## src/rtl/glitc_ctrl_pkg.sv

```systemverilog
// Shared address map, bit positions and DNA reader state type for the GLITC control block.
// Combinational helper only; no latency or backpressure of its own.
package glitc_ctrl_pkg;

    localparam logic [2:0] ADDR_IDENT          = 3'd0;
    localparam logic [2:0] ADDR_VERSION        = 3'd1;
    localparam logic [2:0] ADDR_CONTROL        = 3'd2;
    localparam logic [2:0] ADDR_REALIGN_STATUS = 3'd3;
    localparam logic [2:0] ADDR_DNA_LO         = 3'd4;
    localparam logic [2:0] ADDR_DNA_HI         = 3'd5;
    localparam logic [2:0] ADDR_SCRATCH        = 3'd6;
    localparam logic [2:0] ADDR_RSVD           = 3'd7;

    localparam int DNA_BITS      = 57;
    localparam int REALIGN_LSB   = 8;
    localparam int RESET_BIT     = 31;
    localparam int DNA_VALID_BIT = 31;
    localparam int DNA_BUSY_BIT  = 30;

    typedef enum logic [1:0] {
        IDLE  = 2'd0,
        LOAD  = 2'd1,
        SHIFT = 2'd2,
        DONE  = 2'd3
    } dna_state_e;

    // Upper DNA word: status flags on top, DNA[56:32] in the low 25 bits.
    function automatic logic [31:0] dna_hi_word(input logic valid,
                                                input logic busy,
                                                input logic [DNA_BITS-1:0] dna);
        logic [31:0] w;
        w                  = '0;
        w[DNA_VALID_BIT]   = valid;
        w[DNA_BUSY_BIT]    = busy;
        w[DNA_BITS-33:0]   = dna[DNA_BITS-1:32];
        return w;
    endfunction

endpackage

```

## src/rtl/glitc_dna_reader.sv

```systemverilog
// Reads the 57-bit device DNA once after reset and on request (only built with GLITC_DNA_READER_EN).
// 1 LOAD + 57 SHIFT cycles per read; start_i is ignored while a read is in flight.
`ifdef GLITC_DNA_READER_EN
module glitc_dna_reader
    import glitc_ctrl_pkg::*;
(
    input  logic                clk,
    input  logic                rst,
    input  logic                start_i,
    output logic                busy_o,
    output logic                valid_o,
    output logic [DNA_BITS-1:0] dna_o
);

    dna_state_e          state_q;
    dna_state_e          state_d;
    logic                boot_q;
    logic [5:0]          cnt_q;
    logic [DNA_BITS-1:0] dna_q;
    logic                valid_q;
    logic                dna_read;
    logic                dna_shift;
    logic                dna_dout;

    DNA_PORT u_dna_port (
        .DOUT  (dna_dout),
        .CLK   (clk),
        .DIN   (1'b0),
        .READ  (dna_read),
        .SHIFT (dna_shift)
    );

    // boot_q requests the automatic read on the first cycle out of reset.
    always_ff @(posedge clk or posedge rst) begin
        if (rst) begin
            state_q <= IDLE;
            boot_q  <= 1'b1;
        end else begin
            state_q <= state_d;
            if (state_d == LOAD)
                boot_q <= 1'b0;
        end
    end

    always_comb begin
        state_d   = state_q;
        dna_read  = 1'b0;
        dna_shift = 1'b0;
        case (state_q)
            IDLE: begin
                if (boot_q || start_i)
                    state_d = LOAD;
            end
            LOAD: begin
                dna_read = 1'b1;
                state_d  = SHIFT;
            end
            SHIFT: begin
                dna_shift = 1'b1;
                if (cnt_q == 6'(DNA_BITS - 1))
                    state_d = DONE;
            end
            DONE: begin
                state_d = start_i ? LOAD : IDLE;
            end
            default: state_d = IDLE;
        endcase
    end

    always_ff @(posedge clk or posedge rst) begin
        if (rst) begin
            cnt_q   <= '0;
            dna_q   <= '0;
            valid_q <= 1'b0;
        end else begin
            if (state_q == LOAD)
                cnt_q <= '0;
            else if (state_q == SHIFT && cnt_q != 6'(DNA_BITS - 1))
                cnt_q <= cnt_q + 6'd1;

            // DOUT presents the MSB first, so shift captured bits up from the bottom.
            if (state_q == SHIFT)
                dna_q <= {dna_q[DNA_BITS-2:0], dna_dout};

            if (state_d == LOAD && state_q != LOAD)
                valid_q <= 1'b0;
            else if (state_q == SHIFT && state_d == DONE)
                valid_q <= 1'b1;
        end
    end

    assign busy_o  = (state_q == LOAD) || (state_q == SHIFT);
    assign valid_o = valid_q;
    assign dna_o   = dna_q;

endmodule
`endif

```

## src/rtl/glitc_ctrl_regfile.sv

```systemverilog
// GLITC control register file: ident/version, clock control, realign pulses, reset stretcher, scratch, optional DNA (GLITC_DNA_READER_EN).
// Writes take effect on the clock edge, reads are combinational; no backpressure.
module glitc_ctrl_regfile
    import glitc_ctrl_pkg::*;
#(
    parameter logic [31:0] IDENT              = "GLTC",
    parameter logic [31:0] VERSION            = 32'h00000000,
    parameter int          NUM_CHANNELS       = 4,
    parameter int          CLK_CTRL_BITS      = 3,
    parameter int          RESET_PULSE_CYCLES = 16
) (
    input  logic                     user_clk_i,
    input  logic                     user_rst_i,
    input  logic [2:0]               user_addr_i,
    input  logic [31:0]              user_dat_i,
    output logic [31:0]              user_dat_o,
    input  logic                     user_wr_i,
    input  logic                     user_rd_i,
    input  logic                     user_sel_i,
    output logic [NUM_CHANNELS-1:0]  realign_o,
    input  logic [NUM_CHANNELS-1:0]  realigned_i,
    output logic [CLK_CTRL_BITS-1:0] clk_control_o,
    output logic                     reset_o
);

    logic                      wr_en;
    logic                      ctrl_wr;
    logic [CLK_CTRL_BITS-1:0]  clk_ctrl_q;
    logic [NUM_CHANNELS-1:0]   realign_q;
    logic [NUM_CHANNELS-1:0]   status_q;
    logic [7:0]                rst_cnt_q;
    logic [31:0]               scratch_q;
    logic [31:0]               rd_dat;
    logic                      dna_busy;
    logic                      dna_valid;
    logic [DNA_BITS-1:0]       dna_val;
    logic                      unused_ok;

    assign wr_en   = user_sel_i & user_wr_i;
    assign ctrl_wr = wr_en && (user_addr_i == ADDR_CONTROL);

`ifdef GLITC_DNA_READER_EN
    logic dna_start;

    assign dna_start = wr_en && (user_addr_i == ADDR_DNA_HI) && user_dat_i[DNA_VALID_BIT];

    glitc_dna_reader u_dna_reader (
        .clk     (user_clk_i),
        .rst     (user_rst_i),
        .start_i (dna_start),
        .busy_o  (dna_busy),
        .valid_o (dna_valid),
        .dna_o   (dna_val)
    );
`else
    assign dna_busy  = 1'b0;
    assign dna_valid = 1'b0;
    assign dna_val   = '0;
`endif

    // Reads are decoded from the address alone; the read strobe carries no side effects.
    assign unused_ok = &{1'b0, user_rd_i};

    always_ff @(posedge user_clk_i or posedge user_rst_i) begin
        if (user_rst_i) begin
            clk_ctrl_q <= '0;
            realign_q  <= '0;
            status_q   <= '0;
            rst_cnt_q  <= '0;
            scratch_q  <= '0;
        end else begin
            if (ctrl_wr)
                clk_ctrl_q <= user_dat_i[CLK_CTRL_BITS-1:0];

            realign_q <= ctrl_wr ? user_dat_i[REALIGN_LSB +: NUM_CHANNELS] : '0;

            // A done pulse in the same cycle as the realign pulse keeps the bit set.
            status_q <= (status_q & ~realign_q) | realigned_i;

            if (ctrl_wr && user_dat_i[RESET_BIT])
                rst_cnt_q <= 8'(RESET_PULSE_CYCLES);
            else if (rst_cnt_q != 8'd0)
                rst_cnt_q <= rst_cnt_q - 8'd1;

            if (wr_en && (user_addr_i == ADDR_SCRATCH))
                scratch_q <= user_dat_i;
        end
    end

    always_comb begin
        rd_dat = '0;
        case (user_addr_i)
            ADDR_IDENT:          rd_dat = IDENT;
            ADDR_VERSION:        rd_dat = VERSION;
            ADDR_CONTROL:        rd_dat[CLK_CTRL_BITS-1:0] = clk_ctrl_q;
            ADDR_REALIGN_STATUS: rd_dat[NUM_CHANNELS-1:0] = status_q;
            ADDR_DNA_LO:         rd_dat = dna_val[31:0];
            ADDR_DNA_HI:         rd_dat = dna_hi_word(dna_valid, dna_busy, dna_val);
            ADDR_SCRATCH:        rd_dat = scratch_q;
            ADDR_RSVD:           rd_dat = '0;
            default:             rd_dat = '0;
        endcase
    end

    assign user_dat_o    = rd_dat;
    assign realign_o     = realign_q;
    assign clk_control_o = clk_ctrl_q;
    assign reset_o       = (rst_cnt_q != 8'd0);

endmodule
```

## config.mk

```make
export PLATFORM = sky130hd
export DESIGN_NAME = glitc_ctrl_regfile
export DESIGN_NICKNAME = d
export VERILOG_FILES = /design/src/rtl/glitc_ctrl_pkg.sv /design/src/rtl/glitc_dna_reader.sv /design/src/rtl/glitc_ctrl_regfile.sv
export SDC_FILE = /design/constraint.sdc
export NUM_CORES = 1
export LEC_CHECK = 0
export ABC_AREA = 1
export CAP_MARGIN = 5
export CORE_ASPECT_RATIO = 1.75
export CORE_MARGIN = 8
export CORE_UTILIZATION = 45
export DETAILED_ROUTE_END_ITERATION = 6
export DONT_BUFFER_PORTS = 1
export PLACE_DENSITY = 0.72
export SLEW_MARGIN = 10
export SYNTH_ARGS = -nofsm -noshare
export SYNTH_HDL_FRONTEND = slang
export SYNTH_SLANG_ARGS = --single-unit
```

## constraint.sdc

```tcl
create_clock -name user_clk_i -period 1.6 [get_ports user_clk_i]
set_input_delay 0.08 -clock user_clk_i [delete_from_list [all_inputs] [get_ports user_clk_i]]
set_output_delay 0.08 -clock user_clk_i [all_outputs]
set_load 0.01 [all_outputs]
```

==> results list <==
- The flow ran to the end, and the final reports show no timing, DRC or antenna violations.
* Vias in the first global route: 2028
- Reg area: 1280 µm²
* Layout cells sized above 1: 5.37%
- Once the clock tree was built, the setup fixing pass inserted 0 buffers.
- Before antenna repair, the detailed router went through 4 iterations.
* Setup slack, reg-to-reg: approximately 240 ps
- Global routing used 5.40% of the available met3 tracks.
- Buffers inserted during clock tree synthesis total 5.
- STA classifies the critical path startpoint as a register.
- Instance count of the mapped netlist: 294
- Number of antenna violations at the first check in global routing: 0
- Fraction of registers with async set/reset: 100%
* Cell Area, Synth: between 2000 and 2500 µm²
* Post-layout minimum cycle time: 1360 ps
- Crit path to: rst_cnt_q[0]
- Number of antenna diodes: 0
- Setup violations remaining at the end of the flow were counted as 0.
* Most common flop cell mapped by yosys: sky130_fd_sc_hd__dfrtp_1
* Setup_tns: 0 ps
- Gr usage total: between 10% and 20%
* Remaining antenna violation count: 0
- Entering global routing, the biggest net connects 50 pins.
- After detailed placement, the total cell area comes to approximately 2400 µm².
* Maximum clock path buffer count: 2
- Post-layout net count: 380
* Max-slew violation total from the final report: 0
* Starting Density: 45.8%
* CP Data Arrival Time: about 1600 ps
- The die is 112 µm tall.
* Worst setup path startpoint: rst_cnt_q[0]
- FP Rows: 35
* Unrepaired setup endpoints after global routing: no
- Final worst-path setup slack: 244 ps
* Final design utilization: 56.5%
- Multi-input logic area: 827 µm²
- Area of the die: 7920 µm²
* Path type of the worst min-delay path: input pin to register
- Dividing the detail-routed via count by the number of cells gives 5.06.
* Number of top-level design ports: 84
* Reg-to-reg endpoint: rst_cnt_q[0]
- Biggest area contributors in the synthesized netlist: sky130_fd_sc_hd__dfrtp_1 (54%), sky130_fd_sc_hd__nand2_1 (10%), sky130_fd_sc_hd__o21ai_0 (9.7%)
- Detailed routing inserted a total of 1975 vias.
- For the pin with the worst max-slew slack, the measured transition is between 500 and 600 ps.
- At the placement stage, the worst setup path has a slack of 258 ps.
- Sequential area share after synthesis: 54.0%
- TritonCTS clock tree: done
- Start of the worst register-to-register path: rst_cnt_q[0]
- Critical path fanouts, max: 6
- The synthesized design contains 0 enable-type register cells.
* Post-synth top area share: ~54%
- Die X: 70.8 µm
- Maximum operating frequency: 737 MHz
* Final hold vios: 0
- Placed wire-length estimate after detailed placement: 4120 µm
* Clock tree skew after final layout: 2.28 ps
- Ratio of total power to cell area: 1210 nW/µm²
* Worst-case vdd ir drop: 0.748 mV
- In this run the clock root is driven by a sky130_fd_sc_hd__clkbuf_8.
- The core region is 5170 µm².
* Worst reg2reg path depth: 7
- Clock tree synthesis found a total of 51 sinks.
- The number of different library cells used by synthesis comes to 21.
* Most frequently used cell type in the post-synthesis netlist: sky130_fd_sc_hd__nand2_1
* # H-tree levels: 2
* Filler Cell Count: 463
- For this run the aggregate overflow at the end of global routing stands at 0.
- Yosys Warn Count: 0
- STA classifies the critical path endpoint as a register.
- A synthesized cell averages 8.04 µm².
* Routed length per instance: 14.7 µm
- Counting every net in the synthesized netlist gives between 300 and 400.
- The tool flagged a number of max-cap violations equal to 0.
- From synthesis to final layout, the design area changed by 23.5%.
- Final non-filler cell area: 2920 µm²
- Cell type with the highest aggregate area in the netlist: sky130_fd_sc_hd__dfrtp_1
- The layer flagged by global routing as most heavily used is met2.
* Post-route clock period utilization: 84.8%
- The worst hold path was traced through 2 stages.
- Clock-pin slew was measured on the worst setup and hold paths at ~90 ps.
* Worst Hold Launch: user_dat_i[31]
- Port buffering added 0 buffers.
- The clock reaches the later pin of the worst-skew pair after between 200 and 300 ps.
- The setup path with the least slack is of type register to register.
- Post-route worst hold slack: 73.1 ps
- The routed design has 5750 µm of wire.
- LEAKAGE: between 1 and 1.5 nW
- Global-route met2 utilization: 27.2%
* Synthesis-stage register bit count: 51
- For this run, design rule violations remaining after detail routing come to 0.
- Commonest cells in the synthesized netlist: sky130_fd_sc_hd__nand2_1 (65), sky130_fd_sc_hd__inv_1 (55), sky130_fd_sc_hd__dfrtp_1 (51)
* Slew HR: 65.9%
* Global-route wire length before repair: 9560 µm
- The detailed router finished its first iteration with between 60 and 70 violations.
- Required @ worst endpoint: 1790 ps
- Gp weighted congestion: around 0.74
- Global routing used 15.6% of the available met1 tracks.
registers in the layout (all words and copies together), names as in the netlist:
signal and flops:
scratch_q 32, rst_cnt_q 8, realign_o 4, status_q 4
clk_control_o 3
cell families (layout without fill, tap and decap cells):
group | count (synthesis) | in the layout | share of synthesized area, %
AND/OR/NAND/NOR | 120 | 120 | 21.2
buffers and inverters | 65 | 106 | 11.1
AO/OA/AOI/OAI | 54 | 54 | 12.0
flip-flops | 51 | 51 | 54.0
adder cells (fa/ha/maj) | 2 | 2 | 1.06
XOR/XNOR | 2 | 2 | 0.741
layout make-up:
type                            count  area share, %
Timing Repair Buffer               43           14.7
Clock buffer                        5           2.36
Inverter                           55           7.07
Clock inverter                      3           1.50
Tap cell                           55           2.36
Multi-Input combinational cell    178           28.3
Sequential cell                    51           43.7
worst min path at each step:
stage,to,slack (ps)
after floorplan,realign_o[0],190
after global placement,scratch_q[9],30
after detailed placement,scratch_q[9],30
after CTS,rst_cnt_q[4],70
after global routing,rst_cnt_q[4],70
final,rst_cnt_q[4],70
layout by cell type (no fill, tap or decap), types with 2 or more instances in the layout:
master,synthesis,routed
sky130_fd_sc_hd__nand4_1,4,4
sky130_fd_sc_hd__nor2_4,2,2
sky130_fd_sc_hd__inv_1,55,54
sky130_fd_sc_hd__clkbuf_8,0,5
sky130_fd_sc_hd__o21ai_0,46,46
sky130_fd_sc_hd__nand3_2,2,2
sky130_fd_sc_hd__a21oi_1,2,2
sky130_fd_sc_hd__ha_1,2,2
sky130_fd_sc_hd__nand2_1,65,65
sky130_fd_sc_hd__nand3_1,7,7
sky130_fd_sc_hd__dfrtp_1,51,51
sky130_fd_sc_hd__nor2_1,39,39
sky130_fd_sc_hd__buf_4,3,4
sky130_fd_sc_hd__o21bai_1,4,4
sky130_fd_sc_hd__dlygate4sd3_1,0,38
through the flow:
stage / instances / power, mW
floorplan: 294 / 2.40
global placement: 344 / 2.57
detailed placement: 344 / 2.61
finish: 390 / 3.53
CTS: 390 / 3.57
global route: 390 / 3.79
routing by layer:
layer / wire length, µm / part of all wire, % / vias to the layer above
met4: 83 / 1.4 / 0
li1: - / - / 978
met5: 0 / 0 / -
met1: 2190 / 38 / 930
met3: 393 / 6.8 / 7
met2: 3080 / 54 / 60
power breakdown:
| part | total (mW) | internal, mW | switching, mW |
|---|---|---|---|
| sequential | 1.77 | 1.60 | 0.176 |
| clock | 0.871 | 0.466 | 0.406 |
| combinational | 0.884 | 0.357 | 0.526 |
| total | 3.53 | 2.42 | 1.11 |
critical path: stages (launching register included):
cell	delay [ps]
sky130_fd_sc_hd__dfrtp_1	380
sky130_fd_sc_hd__inv_1	140
sky130_fd_sc_hd__ha_1	160
sky130_fd_sc_hd__nand2_1	70
sky130_fd_sc_hd__inv_1	50
sky130_fd_sc_hd__nand2_1	170
sky130_fd_sc_hd__o21ai_0	210
sky130_fd_sc_hd__nor2_1	60
what timing repair did:
action,CTS,global route
endpoints found under the hold margin,66,0
gates resized for setup,0,0
hold buffers,38,0
Note: power is estimated with default switching activity, not from simulation.
